File: src/rtl/ahb_sram_responder.sv
// AHB slave responder mapping bus transfers onto a synchronous single-port SRAM,
// with configurable data-phase wait states, byte-lane write strobes and a two-cycle ERROR.
module ahb_sram_responder #(
    parameter int unsigned WAIT_STATES = 0,
    parameter logic [31:0] MEM_BYTES   = 32'h0001_0000
) (
    input  logic        clk,
    input  logic        rst,
    input  logic        HSEL,
    input  logic [31:0] HADDR,
    input  logic [1:0]  HTRANS,
    input  logic        HWRITE,
    input  logic [2:0]  HSIZE,
    input  logic [31:0] HWDATA,
    input  logic        HREADY,
    output logic [31:0] HRDATA,
    output logic        HREADY_out,
    output logic [1:0]  HRESP,
    output logic [31:0] MAddress,
    output logic [31:0] MWrite_data,
    output logic [3:0]  Mwrite,
    output logic        Menable,
    input  logic [31:0] MRead_data
);

    localparam logic [4:0] WAIT_CNT   = 5'(WAIT_STATES);
    localparam logic [2:0] SIZE_BYTE  = 3'b000;
    localparam logic [2:0] SIZE_HALF  = 3'b001;
    localparam logic [2:0] SIZE_WORD  = 3'b010;
    localparam logic [1:0] RESP_OKAY  = 2'b00;
    localparam logic [1:0] RESP_ERROR = 2'b01;

    typedef enum logic [2:0] {
        ST_IDLE,
        ST_READ,
        ST_WRITE,
        ST_ERR1,
        ST_ERR2
    } state_t;

    state_t      state_reg, state_next;
    logic [4:0]  wait_cnt_reg, wait_cnt_next;
    logic [29:0] word_addr_reg, word_addr_next;
    logic [1:0]  byte_off_reg, byte_off_next;
    logic [2:0]  size_reg, size_next;

    logic        trans_active;
    logic        accept;
    logic        illegal;
    logic        data_ready;
    logic        read_ready;
    logic        write_ready;
    logic [3:0]  lane_strb;

    // READ runs one cycle past the counter reaching zero; bit 4 marks that underflow.
    assign read_ready   = (state_reg == ST_READ)  && wait_cnt_reg[4];
    assign write_ready  = (state_reg == ST_WRITE) && (wait_cnt_reg == 5'd0);

    always_comb begin
        data_ready = 1'b0;
        case (state_reg)
            ST_IDLE:  data_ready = 1'b1;
            ST_READ:  data_ready = read_ready;
            ST_WRITE: data_ready = write_ready;
            ST_ERR1:  data_ready = 1'b0;
            ST_ERR2:  data_ready = 1'b1;
            default:  data_ready = 1'b1;
        endcase
    end

    assign trans_active = (HTRANS == 2'b10) || (HTRANS == 2'b11);
    assign accept       = HSEL && trans_active && HREADY && data_ready;

    assign illegal = (HSIZE > SIZE_WORD)
                  || ((HSIZE == SIZE_HALF) && HADDR[0])
                  || ((HSIZE == SIZE_WORD) && (HADDR[1:0] != 2'b00))
                  || (HADDR >= MEM_BYTES);

    // Byte-lane enables from the latched size and offset; only legal sizes reach here.
    genvar gi;
    generate
        for (gi = 0; gi < 4; gi++) begin : g_lane
            localparam logic [1:0] LANE = 2'(gi);
            assign lane_strb[gi] = (size_reg == SIZE_WORD)
                                || ((size_reg == SIZE_HALF) && (byte_off_reg[1] == LANE[1]))
                                || ((size_reg == SIZE_BYTE) && (byte_off_reg == LANE));
        end
    endgenerate

    always_ff @(posedge clk) begin
        if (rst) begin
            state_reg     <= ST_IDLE;
            wait_cnt_reg  <= 5'd0;
            word_addr_reg <= 30'd0;
            byte_off_reg  <= 2'd0;
            size_reg      <= 3'd0;
        end else begin
            state_reg     <= state_next;
            wait_cnt_reg  <= wait_cnt_next;
            word_addr_reg <= word_addr_next;
            byte_off_reg  <= byte_off_next;
            size_reg      <= size_next;
        end
    end

    always_comb begin
        state_next     = state_reg;
        wait_cnt_next  = wait_cnt_reg;
        word_addr_next = word_addr_reg;
        byte_off_next  = byte_off_reg;
        size_next      = size_reg;

        case (state_reg)
            ST_READ: begin
                if (!wait_cnt_reg[4]) begin
                    wait_cnt_next = wait_cnt_reg - 5'd1;
                end
            end
            ST_WRITE: begin
                if (wait_cnt_reg != 5'd0) begin
                    wait_cnt_next = wait_cnt_reg - 5'd1;
                end
            end
            ST_ERR1: state_next = ST_ERR2;
            default: ;
        endcase

        // The final data-phase cycle doubles as the next address phase.
        if (data_ready) begin
            if (accept) begin
                word_addr_next = HADDR[31:2];
                byte_off_next  = HADDR[1:0];
                size_next      = HSIZE;
                wait_cnt_next  = WAIT_CNT;
                if (illegal) begin
                    state_next = ST_ERR1;
                end else if (HWRITE) begin
                    state_next = ST_WRITE;
                end else begin
                    state_next = ST_READ;
                end
            end else begin
                state_next    = ST_IDLE;
                wait_cnt_next = 5'd0;
            end
        end
    end

    always_comb begin
        HREADY_out  = data_ready;
        HRESP       = RESP_OKAY;
        HRDATA      = 32'd0;
        Menable     = 1'b0;
        Mwrite      = 4'b0000;
        MAddress    = 32'd0;
        MWrite_data = 32'd0;

        if ((state_reg == ST_ERR1) || (state_reg == ST_ERR2)) begin
            HRESP = RESP_ERROR;
        end

        // The read is re-issued every cycle so MRead_data holds until the ready cycle.
        if (state_reg == ST_READ) begin
            Menable  = 1'b1;
            MAddress = {word_addr_reg, 2'b00};
        end

        if (read_ready) begin
            HRDATA = MRead_data;
        end

        if (write_ready) begin
            Menable     = 1'b1;
            Mwrite      = lane_strb;
            MAddress    = {word_addr_reg, 2'b00};
            MWrite_data = HWDATA;
        end
    end

endmodule

File: config.mk
export PLATFORM = sky130hd
export DESIGN_NAME = ahb_sram_responder
export DESIGN_NICKNAME = d
export VERILOG_FILES = /design/src/rtl/ahb_sram_responder.sv
export SDC_FILE = /design/constraint.sdc
export NUM_CORES = 1
export LEC_CHECK = 0
export ABC_AREA = 1
export BUFFER_PORTS_ARGS = -buffer_cell sky130_fd_sc_hd__buf_2
export CAP_MARGIN = 20
export CORE_ASPECT_RATIO = 1.25
export CORE_MARGIN = 2
export CORE_UTILIZATION = 36
export CTS_BUF_LIST = sky130_fd_sc_hd__clkbuf_8 sky130_fd_sc_hd__clkbuf_16
export DETAILED_ROUTE_END_ITERATION = 7
export PLACE_DENSITY = 0.77
export SETUP_SLACK_MARGIN = 0.2
export SKIP_LAST_GASP = 1
export SYNTH_ARGS = -nofsm -noshare
export SYNTH_HDL_FRONTEND = slang
export SYNTH_SLANG_ARGS = --single-unit
File: constraint.sdc
create_clock -name clk -period 1.62 [get_ports clk]
set_input_delay 0.162 -clock clk [delete_from_list [all_inputs] [get_ports clk]]
set_output_delay 0.162 -clock clk [all_outputs]
set_load 0.005 [all_outputs]
== Yosys cells after proc, flatten, opt, wreduce, memory -nomap -nowiden ==
Cells that the tools add are included.
Operators by class
  add/subtract/negate cells: 1
  order comparisons: 2
  eq/ne operators: 15
  mux-type cells: 17
  bitwise operators: 1
  reduce and logical (&&, ||, !) cells: 35
Operator list (count)
  2-to-1 mux 32 bit: 4
  greater-or-equal comparator 32 x 17 -> 1 bit, second input constant: 1
  logical AND 1 bit: 13
  equality test 3 x 2 -> 1 bit, second input constant: 4
  logical OR 1 bit: 11
  2-to-1 mux 5 bit: 2
  case mux 5 bit (2 select lines): 1
  equality test 3 x 1 -> 1 bit, second input constant: 3
  2-to-1 mux 3 bit: 3
  equality test 2 bit, second input constant: 4
  nonzero test 2 bit: 3
  logical NOT 5 bit: 1
  nonzero test 5 bit: 1
  subtractor 5 x 1 -> 5 bit, second input constant: 1
  2-to-1 mux 2 bit: 2
  2-to-1 mux 4 bit: 1
  AND reduction 2 bit: 2
  equality test 3 bit, second input constant: 1
  greater-than comparator 3 x 2 -> 1 bit, second input constant: 1
  logical NOT 3 bit: 1
  2-to-1 mux 1 bit: 3
  case mux 1 bit (3 select lines): 1
  AND reduction 3 bit: 1
  equality test 2 x 1 -> 1 bit, second input constant: 1
  5 further kinds: 5
Storage, ports and cells
  flip-flop bits (word level): 43
  output and inout bits: 104
  logic and storage cells: 77

== Longest topological paths before layout ==
Gate-level depths: netlist of the first run.
  depth after elaboration: 8
  gate-level depth with buffers: 11

== Least setup slack after synthesis of the first run ==
OpenSTA, ideal clock, no wires.
  path kind: reg-to-reg
  start point: register wait_cnt_reg[0]
  end point: register byte_off_reg[0]
  data arrival time: 1.395 ns
  data required time: 1.504 ns
  slack: 0.109 ns
  cell stages (with the launch flop): 12
  clock period less this slack: 1.511 ns
  cells stage by stage: dfxtp_1 > inv_1 > ha_1 > inv_1 > nor2_1 > nand2_1 > nor2_4 > nor2_4 > nor2_8 > buf_2 > nor2_1 > nor2_1
On the way
  word-level cells in the longest chain between the ends: 5
Ends and longest elaborated chain
  from (decl): line 42  | logic [4:0] wait_cnt_reg, wait_cnt_next;
  from (signal assigned): line 99  | wait_cnt_reg <= wait_cnt_next;
  logical NOT 5 bit (*): line 57  | assign write_ready = (state_reg == ST_WRITE) && (wait_cnt_reg == 5'd0);
  logical AND 1 bit (*): line 57
  case mux 1 bit (3 select lines) (*): line 61  | case (state_reg)
  logical AND 1 bit: line 72  | assign accept = HSEL && trans_active && HREADY && data_ready;
  AND reduction 2 bit (no line) (*)
  to (signal assigned): line 101  | byte_off_reg <= byte_off_next;
  to (decl): line 44  | logic [1:0] byte_off_reg, byte_off_next;
Every way passes the cells marked *; elsewhere a longest branch is shown, timed or not.
A chain may end at the register's enable or synchronous reset.

== Worst setup path after layout of the first run ==
  start point: register state_reg[2]
  end point: output port MAddress[9]
On the way
  word-level cells in the longest chain between the ends: 3
  elaborated cells on any way between the ends: 5
  classes of those cells: eq/ne: 2; mux: 2; reduce/logical: 1
Ends and longest elaborated chain
  from (decl): line 41  | state_t state_reg, state_next;
  from (signal assigned): line 98  | state_reg <= state_next;
  equality test 3 x 1 -> 1 bit or equality test 3 x 2 -> 1 bit (tied branches): line 163, 57
  2-to-1 mux 32 bit or logical AND 1 bit (tied branches): line 163, 57
  2-to-1 mux 32 bit (*): line 172  | if (write_ready) begin
  to (decl): line 19  | output logic [31:0] MAddress,
Marked as above.

==> PnR_summary.wiki, run 1 <==
{| class="wikitable"
! Metric !! Value
|-
| Final Routed Wirelength || 13,360 um
|-
| Sum of negative setup slack || -17.32 ns
|-
| Internal || 0.001804 W
|-
| Fill count || 495
|-
| Number of enable-type register cells in the synthesized netlist || 0
|-
| Hold depth || 2
|-
| Avg Inst Size Synth || 5.632 um^2
|-
| Most frequent standard cell in the layout excluding fill and tap cells || buf_2
|-
| Synth unique cells || 26
|-
| Vias in the first global route || 3,662
|-
| Horizontal die dimension || 81.59 um
|-
| Sw Pwr || 0.0008922 W
|-
| Clock power frac || 25.2%
|-
| Sink Count || 43
|-
| Status || finished, violations left
|-
| Cell area after synthesis || 2709 um^2
|-
| Hold-critical path endpoint || state_reg[0]
|-
| Critical path class || reg2out
|-
| Final cell count without fillers || 827
|-
| Top FF cell, synth || dfxtp_1
|-
| Portion of total power attributed to combinational logic || 31.8%
|-
| Startpoint type of the worst setup path || flip-flop
|-
| Fraction of the cycle the final worst path needs || 115.1%
|-
| First-pass GRT wire length || 16,800 um
|-
| Avg Vias per Cell || 4.917
|-
| Synthesized-area fraction occupied by adder cells || 1.386%
|-
| Vertical die dimension || 101.0 um
|-
| Total grt overflow || 0
|-
| Clk slew on worst S/H paths || 0.08 ns
|-
| Number of design-rule violations left by the first detailed-router iteration || 145
|-
| Largest net degree at the start of global routing || 38
|-
| Max-Cap Viols || 0
|-
| Reg power frac || 43.0%
|-
| Buffers added on ports || 205
|-
| Crit-path max FO || 7
|-
| Final Max Tran Viols || 0
|-
| CTS Root Cell || clkbuf_8
|-
| Largest register FFs || 30
|-
| Setup WS pre-CTS || 0.05682 ns
|-
| Internal reg-to-reg setup slack || -0.21 ns
|-
| Top library cells by usage in the layout, fill and taps aside || 197 x buf_2, 109 x inv_1, 91 x nor2_4
|-
| Net total in the final layout || 843
|-
| Number of rows in the core area || 35
|-
| Top achievable clock speed || 536.3 MHz
|-
| Xor and xnor area share after synthesis || 0.3233%
|-
| Main combinational cell family by area after synthesis || simple AND/OR/NAND/NOR gates
|-
| Final critical delay including setup and external delays || 1.865 ns
|-
| I/O pins || 210
|-
| Standby leakage power || 2.967 nW
|-
| Share of flip-flops with an asynchronous set or reset after synthesis || 0%
|-
| Core area || 7357 um^2
|-
| Die area || 8239 um^2
|-
| Effective utilization at floorplan || 36.82%
|-
| Inserted Clock Buffers || 5
|-
| Hold_sp || rst
|-
| Share of the synthesized area in compound gates (AO/OA/AOI/OAI) || 10.30%
|-
| TritonRoute pass-1 iters || 4
|-
| Data required time at the worst endpoint || 1.46 ns
|-
| Critical path arrival || 1.70 ns
|-
| Setup crit end kind || output port
|-
| RSZ-0062 raised after global routing || yes
|-
| Worst-skew pair later-pin latency || 0.30 ns
|-
| Final antenna-violating net count || 0
|-
| Post-route worst hold slack || 0.07590 ns
|-
| Layout cell share with drive strength beyond 1 || 60.68%
|-
| Worst vdd rail ir drop || 0.3893 mV
|-
| Startpoint of the worst register-to-register path || wait_cnt_reg[0]
|-
| Final GP Congestion || 0.8086
|-
| Multiplexer share of the synthesized area || 0%
|-
| Clock skew || 0.006298 ns
|-
| Simple-Gate Fraction of Synth Area || 36.12%
|-
| Number of antenna violations at the first check in global routing || 0
|-
| Number of buffers on the longest clock path || 2
|-
| Seq/Total Area, Yosys || 31.78%
|-
| Worst Slack Setup Final || -0.2447 ns
|-
| Number of levels the H-tree was split into || 2
|-
| CTS tree || yes
|-
| Synth-to-layout area growth || 113.5%
|-
| Final hold violation count || 0
|-
| Proportion of total power due to net switching || 33.08%
|-
| Via total after detailed routing || 4,066
|-
| FF-to-FF End || word_addr_reg[18]
|-
| Gate Count Post-Synth || 481
|-
| Global-route total usage across every layer || 26.23%
|-
| Failing checks || setup timing
|-
| Length in cells of the worst reg-to-reg path || 14
|-
| Overall Power || 0.002697 W
|-
| Post-route DRC || 0
|-
| Flop and latch count out of synthesis || 43
|-
| Count of placed standard cells including taps || 769
|-
| Number of antenna cells inserted || 0
|-
| Worst hold path class || in2reg
|-
| Final Setup Violations || 142
|-
| Half-perimeter wire length after detailed placement || 6593 um
|-
| Total power per unit cell area || 466.2 nW/um^2
|-
| Synth warnings || 0
|-
| Wire length per cell || 16.16 um
|}
kinds of logic after synthesis:
family          count (synthesis)
xor+xnor                        1
compound gates                 54
fa+ha+maj                       3
other cells                     1
simple gates                  240
buf+inv                       139
flops                          43
per-stage QoR:
stage	cell area, um^2	util [%]
after detailed placement	3911	53.16
after global routing	5784	78.62
after floorplan	2754	-
final	5784	78.62
after CTS	5056	68.72
after global placement	3911	53.16
power groups by stage:
stage	Sequential, W	Clock, W	Combinational, W
detailed placement	0.00116	0	0.000462
finish	0.00116	0.000680	0.000856
global route	0.00116	0.000733	0.000918
global placement	0.00116	0	0.000450
floorplan	0.00115	0	0.000251
CTS	0.00115	0.000665	0.000680
worst max-delay path: stages (launching register included):
cell and delay, ns:
dfxtp_2 0.33, inv_2 0.08, nand2_2 0.12, nor2_4 0.16
nand2_2 0.12, nand2_4 0.12, inv_8 0.06, clkbuf_16 0.16
nor2_2 0.11, buf_2 0.12
cell usage after synthesis, types with 3 or more instances:
master | count | area, um^2
o21ai_0 | 29 | 145.1
dfxtp_1 | 43 | 860.8
inv_2 | 3 | 11.26
nand2_1 | 34 | 127.6
buf_2 | 6 | 30.03
nand3_1 | 8 | 40.04
clkbuf_1 | 12 | 45.04
o21ai_1 | 11 | 55.05
a21oi_1 | 11 | 55.05
buf_4 | 3 | 22.52
ha_1 | 3 | 37.54
inv_1 | 115 | 431.7
nor2_1 | 185 | 694.4
how the worst max path moves through the flow:
stage / slack [ns] / from / depth (start not counted) / to
3_3_place_gp: 0.10 / wait_cnt_reg[0] / 10 / MAddress[20]
6_report: -0.24 / state_reg[2] / 9 / MAddress[9]
4_1_cts: -0.15 / wait_cnt_reg[0] / 10 / MAddress[5]
3_5_place_dp: 0.06 / wait_cnt_reg[0] / 11 / word_addr_reg[15]
2_1_floorplan: 0.18 / wait_cnt_reg[0] / 11 / byte_off_reg[1]
5_1_grt: -0.31 / state_reg[2] / 10 / word_addr_reg[4]
routing by layer:
layer	vias up	track usage, %	part of all wire (%)
li1	1901	-	-
met1	1858	29.02	35
met2	230	47.48	52
met3	77	4.032	6.4
met4	0	13.33	6.7
met5	-	0	0
final cells by class:
type,count,area (um^2),area share (%)
Clock buffer,5,68.82,1.190
Timing Repair Buffer,265,2031,35.11
Multi-Input combinational cell,301,2231,38.57
Clock inverter,3,12.51,0.2163
Inverter,118,455.4,7.874
Sequential cell,43,870.8,15.06
Tap cell,92,115.1,1.990
repair_timing:
action                                  4_1_cts  5_1_grt
endpoints found under the setup margin      142      143
gates resized for setup                     158      164
hold buffers                                  0        0
endpoints found under the hold margin         0        0
pin swaps                                    21       23
gates cloned                                 13        3
setup buffers                                25        9
Power figures use the tool's default switching activity.
==> run 2: changes to the inputs <==
--- a/config.mk
+++ b/config.mk
@@ -8,7 +8,7 @@
 export ABC_AREA = 1
 export BUFFER_PORTS_ARGS = -buffer_cell sky130_fd_sc_hd__buf_2
 export CAP_MARGIN = 20
-export CORE_ASPECT_RATIO = 1.25
+export CORE_ASPECT_RATIO = 0.5
 export CORE_MARGIN = 2
 export CORE_UTILIZATION = 36
 export CTS_BUF_LIST = sky130_fd_sc_hd__clkbuf_8 sky130_fd_sc_hd__clkbuf_16
==> run 2 against run 1 <==
The run still ends with setup timing left. Routed wire length fell by 3.8%. Highest routed layer unchanged. Global-route usage fell by 4.8 points. Total power rose by 9.8%. Largest cell class unchanged. Clock power rose by 57%. Clock skew rose by 0.0021 ns. Design area fell by 10%. Combinational power fell by 13%.
==> PnR_summary.wiki, run 2 (same netlist as run 1, synthesis figures left out) <==
{| class="wikitable"
! Metric !! Value
|-
| Total power per unit cell area || 570.5 nW/um^2
|-
| Sink Count || 43
|-
| Layout cell share with drive strength beyond 1 || 52.57%
|-
| Length in cells of the worst reg-to-reg path || 13
|-
| Final Max Tran Viols || 0
|-
| Number of design-rule violations left by the first detailed-router iteration || 362
|-
| Reg power frac || 38.6%
|-
| Hold depth || 2
|-
| I/O pins || 210
|-
| Setup crit end kind || output port
|-
| Horizontal die dimension || 126.7 um
|-
| Critical path arrival || 1.73 ns
|-
| Clock power frac || 36.3%
|-
| Critical path class || reg2out
|-
| Final Routed Wirelength || 12,860 um
|-
| RSZ-0062 raised after global routing || yes
|-
| Final Setup Violations || 110
|-
| Half-perimeter wire length after detailed placement || 5908 um
|-
| Number of rows in the core area || 22
|-
| Hold Buf Count CTS || 0
|-
| Worst Slack Setup Final || -0.2720 ns
|-
| Portion of total power attributed to combinational logic || 25.2%
|-
| Vertical die dimension || 65.34 um
|-
| Die area || 8276 um^2
|-
| Hold-critical path endpoint || state_reg[1]
|-
| Via total after detailed routing || 4,063
|-
| Clock skew || 0.008407 ns
|-
| Final standard cell utilization of the core || 70.86%
|-
| Top achievable clock speed || 528.5 MHz
|-
| CTS Root Cell || clkbuf_16
|-
| Internal || 0.002067 W
|-
| CTS tree || yes
|-
| Inserted Clock Buffers || 5
|-
| Top library cells by usage in the layout, fill and taps aside || 205 x buf_2, 128 x nor2_1, 110 x inv_1
|-
| Sw Pwr || 0.0008935 W
|-
| Worst-skew pair later-pin latency || 0.29 ns
|-
| Internal reg-to-reg setup slack || -0.18 ns
|-
| Wire length per cell || 15.74 um
|-
| Number of antenna violations at the first check in global routing || 0
|-
| Global-route total usage across every layer || 21.46%
|-
| Effective utilization at floorplan || 37.00%
|-
| Fill count || 496
|-
| Startpoint of the worst register-to-register path || wait_cnt_reg[1]
|-
| Failing checks || setup timing
|-
| Clk slew on worst S/H paths || 0.07 ns
|-
| Startpoint type of the worst setup path || flip-flop
|-
| Post-route DRC || 0
|-
| Fraction of the cycle the final worst path needs || 116.8%
|-
| Core area || 7322 um^2
|-
| Number of levels the H-tree was split into || 2
|-
| Standby leakage power || 2.844 nW
|-
| Number of buffers on the longest clock path || 2
|-
| Largest net degree at the start of global routing || 33
|-
| Net total in the final layout || 829
|-
| Number of antenna cells inserted || 0
|-
| TritonRoute pass-1 iters || 6
|-
| Final GP Congestion || 0.8676
|-
| Worst vdd rail ir drop || 0.3928 mV
|-
| Proportion of total power due to net switching || 30.18%
|-
| Status || finished, violations left
|-
| Overall Power || 0.002960 W
|-
| Synth-to-layout area growth || 91.55%
|-
| Largest register FFs || 30
|-
| Worst hold path class || in2reg
|-
| Total grt overflow || 0
|-
| Data required time at the worst endpoint || 1.46 ns
|-
| Final critical delay including setup and external delays || 1.892 ns
|-
| Final hold violation count || 0
|-
| FF-to-FF End || word_addr_reg[23]
|-
| Max-Cap Viols || 0
|-
| Crit-path max FO || 7
|-
| Vias in the first global route || 3,202
|-
| Avg Vias per Cell || 4.973
|-
| Final antenna-violating net count || 0
|-
| Most frequent standard cell in the layout excluding fill and tap cells || buf_2
|-
| First-pass GRT wire length || 14,430 um
|-
| Buffers added on ports || 205
|-
| Hold_sp || rst
|}
[run 2: changes by cell type in the layout (fill, tap and decap cells not counted), sizes merged]
cell      previous run  this run
clkbuf               8        11
inv                120       118
buf                262       246
clkinvlp             0         1
[run 2: worst max-delay path, stage by stage (launching register included)]
cell and delay (ns):
dfxtp_2 0.33, inv_2 0.08, ha_4 0.17, nand2_4 0.06, nor2_4 0.11, nand2_4 0.10
nand2_4 0.10, inv_6 0.06, buf_6 0.14, nor2_1 0.13, buf_2 0.16
[run 2: worst max-delay path by stage]
stage                    start                to  slack (ns)  cells after the start
2_1_floorplan  wait_cnt_reg[0]   byte_off_reg[1]        0.18                     11
3_3_place_gp   wait_cnt_reg[0]      MAddress[16]        0.14                     10
3_5_place_dp   wait_cnt_reg[0]  word_addr_reg[5]        0.09                     11
4_1_cts        wait_cnt_reg[1]      MAddress[19]       -0.13                     10
5_1_grt        wait_cnt_reg[1]       MAddress[7]       -0.33                     10
6_report       wait_cnt_reg[1]      MAddress[24]       -0.27                     10
[run 2: what timing repair did]
action	in CTS	in global routing
gates resized for setup	77	116
buffers inserted	12	9
pin swaps	2	12
endpoints found under the setup margin	141	143
cloned	8	7
[run 2: layout make-up]
type	count	area, um^2	area share (%)
Multi-Input combinational cell	301	1805	34.80
Timing Repair Buffer	251	1769	34.10
Sequential cell	43	878.3	16.93
Inverter	118	460.4	8.874
Clock buffer	6	138.9	2.677
Tap cell	96	120.1	2.315
Clock inverter	2	16.27	0.3135
[run 2: power groups by stage]
stage	sequential (W)	clock, W	combinational, W
finish	0.00114	0.00107	0.000745
global route	0.00115	0.00113	0.000799
CTS	0.00114	0.00106	0.000585
detailed placement	0.00116	0	0.000457
global placement	0.00116	0	0.000446
floorplan	0.00115	0	0.000251
[run 2: per-stage QoR]
step,instance area [um^2],hold slack [ns],setup slack [ns],setup TNS (ns),instances
2_1_floorplan,2754,0.2311,0.1816,0,483
3_3_place_gp,3904,0.3822,0.1403,0,773
3_5_place_dp,3904,0.3822,0.09302,0,773
4_1_cts,4617,0.07225,-0.1330,-6.286,801
5_1_grt,5189,0.07528,-0.3343,-23.00,817
6_report,5189,0.06672,-0.2720,-16.07,817
[run 2: layer usage]
metal	wire length (um)	global-route usage, %	vias to the layer above
met1	4978	24.99	1866
li1	-	-	1877
met3	1001	3.339	66
met5	0	0	-
met2	6295	40.81	254
met4	584	7.418	0
==> run 3: changes to the inputs <==
==> constraint.sdc (replaced) <==
create_clock -name clk -period 1.65 [get_ports clk]
set_input_delay 0.165 -clock clk [delete_from_list [all_inputs] [get_ports clk]]
set_output_delay 0.165 -clock clk [all_outputs]
set_load 0.005 [all_outputs]
==> run 3 against run 2 <==
The run still ends with setup timing left. Via count up 2.9%. First-iteration DRC count rose by 35%. Sequential share of layout area shrank 0.50 points. Core utilization increased by 1.8 points. Worst hold slack gained 0.041 ns. Global-route usage up 2.3 points. Combinational power is 0.9% lower. Sequential power barely moved. Routed wire length up 6.6%. Design area up 2.5%. Worst setup slack got worse by 0.0071 ns.
==> PnR_summary.wiki, run 3 (same netlist as run 1, synthesis figures left out) <==
{| class="wikitable"
! Metric !! Value
|-
| Final Max Tran Viols || 0
|-
| Final critical delay including setup and external delays || 1.929 ns
|-
| Final Setup Violations || 133
|-
| Via total after detailed routing || 4,180
|-
| CTS Root Cell || clkbuf_16
|-
| Global-route total usage across every layer || 23.73%
|-
| Internal reg-to-reg setup slack || -0.22 ns
|-
| Worst setup path end || MAddress[25]
|-
| Inserted Clock Buffers || 5
|-
| Critical path arrival || 1.76 ns
|-
| Final antenna-violating net count || 0
|-
| Met2 track demand over resource in global routing || 41.01%
|-
| Number of antenna violations at the first check in global routing || 0
|-
| Proportion of total power due to net switching || 30.72%
|-
| Top library cells by usage in the layout, fill and taps aside || 201 x buf_2, 114 x nor2_1, 113 x inv_1
|-
| Setup WS pre-CTS || 0.1110 ns
|-
| Reg power frac || 39.6%
|-
| Failing checks || setup timing
|-
| Crit-path max FO || 7
|-
| Number of design-rule violations left by the first detailed-router iteration || 490
|-
| Peak-usage layer in the global routing report || met2
|-
| Worst hold path class || in2reg
|-
| Effective utilization at floorplan || 37.00%
|-
| Total grt overflow || 0
|-
| Max-Cap Viols || 0
|-
| Setup crit end kind || output port
|-
| Horizontal die dimension || 126.7 um
|-
| Post-route design area || 5318 um^2
|-
| TritonRoute pass-1 iters || 7
|-
| Clock skew || 0.01202 ns
|-
| Worst Slack Setup Final || -0.2791 ns
|-
| Layout cell share with drive strength beyond 1 || 55.48%
|-
| First-pass GRT wire length || 15,650 um
|-
| Number of rows in the core area || 22
|-
| Post-place instance area || 3879 um^2
|-
| Final hold violation count || 0
|-
| Portion of total power attributed to combinational logic || 26.2%
|-
| Vertical die dimension || 65.34 um
|-
| Pin slew with the least headroom to its limit || 0.5992 ns
|-
| Post-route DRC || 0
|-
| Largest register FFs || 30
|-
| Standby leakage power || 2.828 nW
|-
| Synth-to-layout area growth || 96.30%
|-
| Status || finished, violations left
|-
| Number of antenna cells inserted || 0
|-
| Total power per unit cell area || 530.4 nW/um^2
|-
| Net total in the final layout || 829
|-
| CTS tree || yes
|-
| Worst vdd rail ir drop || 0.5130 mV
|-
| FF-to-FF End || size_reg[1]
|-
| Half-perimeter wire length after detailed placement || 6022 um
|-
| Buffers added on ports || 205
|-
| Startpoint type of the worst setup path || flip-flop
|-
| Timing startpoint of the critical path || wait_cnt_reg[1]
|-
| Internal || 0.001954 W
|-
| Data required time at the worst endpoint || 1.48 ns
|-
| RSZ-0062 raised after global routing || yes
|-
| Sink Count || 43
|-
| Number of levels the H-tree was split into || 2
|-
| Fraction of the cycle the final worst path needs || 116.9%
|-
| Sw Pwr || 0.0008665 W
|-
| Startpoint of the worst register-to-register path || wait_cnt_reg[1]
|-
| Top achievable clock speed || 518.4 MHz
|-
| I/O pins || 210
|-
| Die area || 8276 um^2
|-
| Largest net degree at the start of global routing || 20
|-
| Tightest slew margin relative to the limit || 60.01%
|-
| Final Routed Wirelength || 13,710 um
|-
| Avg Vias per Cell || 5.116
|-
| Vias in the first global route || 3,250
|-
| Number of buffers on the longest clock path || 2
|-
| Wire length per cell || 16.78 um
|-
| Clock power frac || 34.2%
|-
| Length in cells of the worst reg-to-reg path || 12
|-
| Critical path class || reg2out
|-
| Core area || 7322 um^2
|-
| GRT met1 Usage || 29.91%
|-
| Routing usage on met3 || 4.316%
|-
| Worst-skew pair later-pin latency || 0.29 ns
|-
| Final GP Congestion || 0.8507
|-
| Most frequent standard cell in the layout excluding fill and tap cells || buf_2
|-
| Clk slew on worst S/H paths || 0.07 ns
|}
==> run 3: per-stage QoR <==
| step | power [W] | std cells | hold WS [ns] | setup TNS, ns | utilization (%) |
|---|---|---|---|---|---|
| 2_1_floorplan | 0.001375 | 483 | 0.2341 | 0 | - |
| 3_3_place_gp | 0.001573 | 773 | 0.3996 | 0 | 52.97 |
| 3_5_place_dp | 0.001583 | 773 | 0.3971 | 0 | 52.97 |
| 4_1_cts | 0.002644 | 807 | 0.09103 | -5.250 | 64.20 |
| 5_1_grt | 0.002929 | 817 | 0.1242 | -27.82 | 72.62 |
| 6_report | 0.002820 | 817 | 0.1073 | -19.77 | 72.62 |
==> run 3: critical path, cell delays in order (launching register included) <==
cell,delay [ns]
dfxtp_2,0.33
inv_2,0.09
ha_4,0.15
nand2_2,0.06
nor2_2,0.12
nand2_2,0.10
nand2_4,0.10
inv_8,0.06
buf_16,0.15
nor2_2,0.14
buf_2,0.14
==> run 3: timing repair <==
action                     4_1_cts  5_1_grt
setup endpoints to repair      141      143
resized for setup              111      129
buffers inserted                18        5
pin swaps                        8        5
hold buffers                     0        0
gates cloned                     8        5
==> run 3: power groups by stage <==
stage / Combinational, W / Sequential, W / Clock, W
floorplan: 0.000244 / 0.00113 / 0
global placement: 0.000437 / 0.00114 / 0
detailed placement: 0.000445 / 0.00114 / 0
CTS: 0.000573 / 0.00111 / 0.000960
global route: 0.000787 / 0.00112 / 0.00102
finish: 0.000738 / 0.00112 / 0.000966
==> run 3: cell type report <==
class | instances | area [um^2]
fill | 489 | 2004
multi-input combinational | 301 | 1964
timing repair buffer | 251 | 1769
sequential | 43 | 873.3
inverter | 118 | 452.9
clock buffer | 5 | 125.1
tap | 96 | 120.1
clock inverter | 3 | 12.51
==> run 3: how the worst min path moves through the flow <==
stage | from | to | slack, ns | depth (start not counted)
CTS | rst | state_reg[0] | 0.09 | 2
finish | HADDR[3] | word_addr_reg[1] | 0.11 | 3
detailed placement | rst | state_reg[0] | 0.40 | 2
global placement | rst | state_reg[0] | 0.40 | 2
global route | HADDR[11] | word_addr_reg[9] | 0.12 | 3
floorplan | rst | state_reg[0] | 0.23 | 1
==> run 3: per-layer routing <==
layer | part of all wire [%] | vias up
met4 | 5.3 | 0
met3 | 12 | 104
li1 | - | 1865
met1 | 37 | 1856
met5 | 0 | -
met2 | 45 | 355
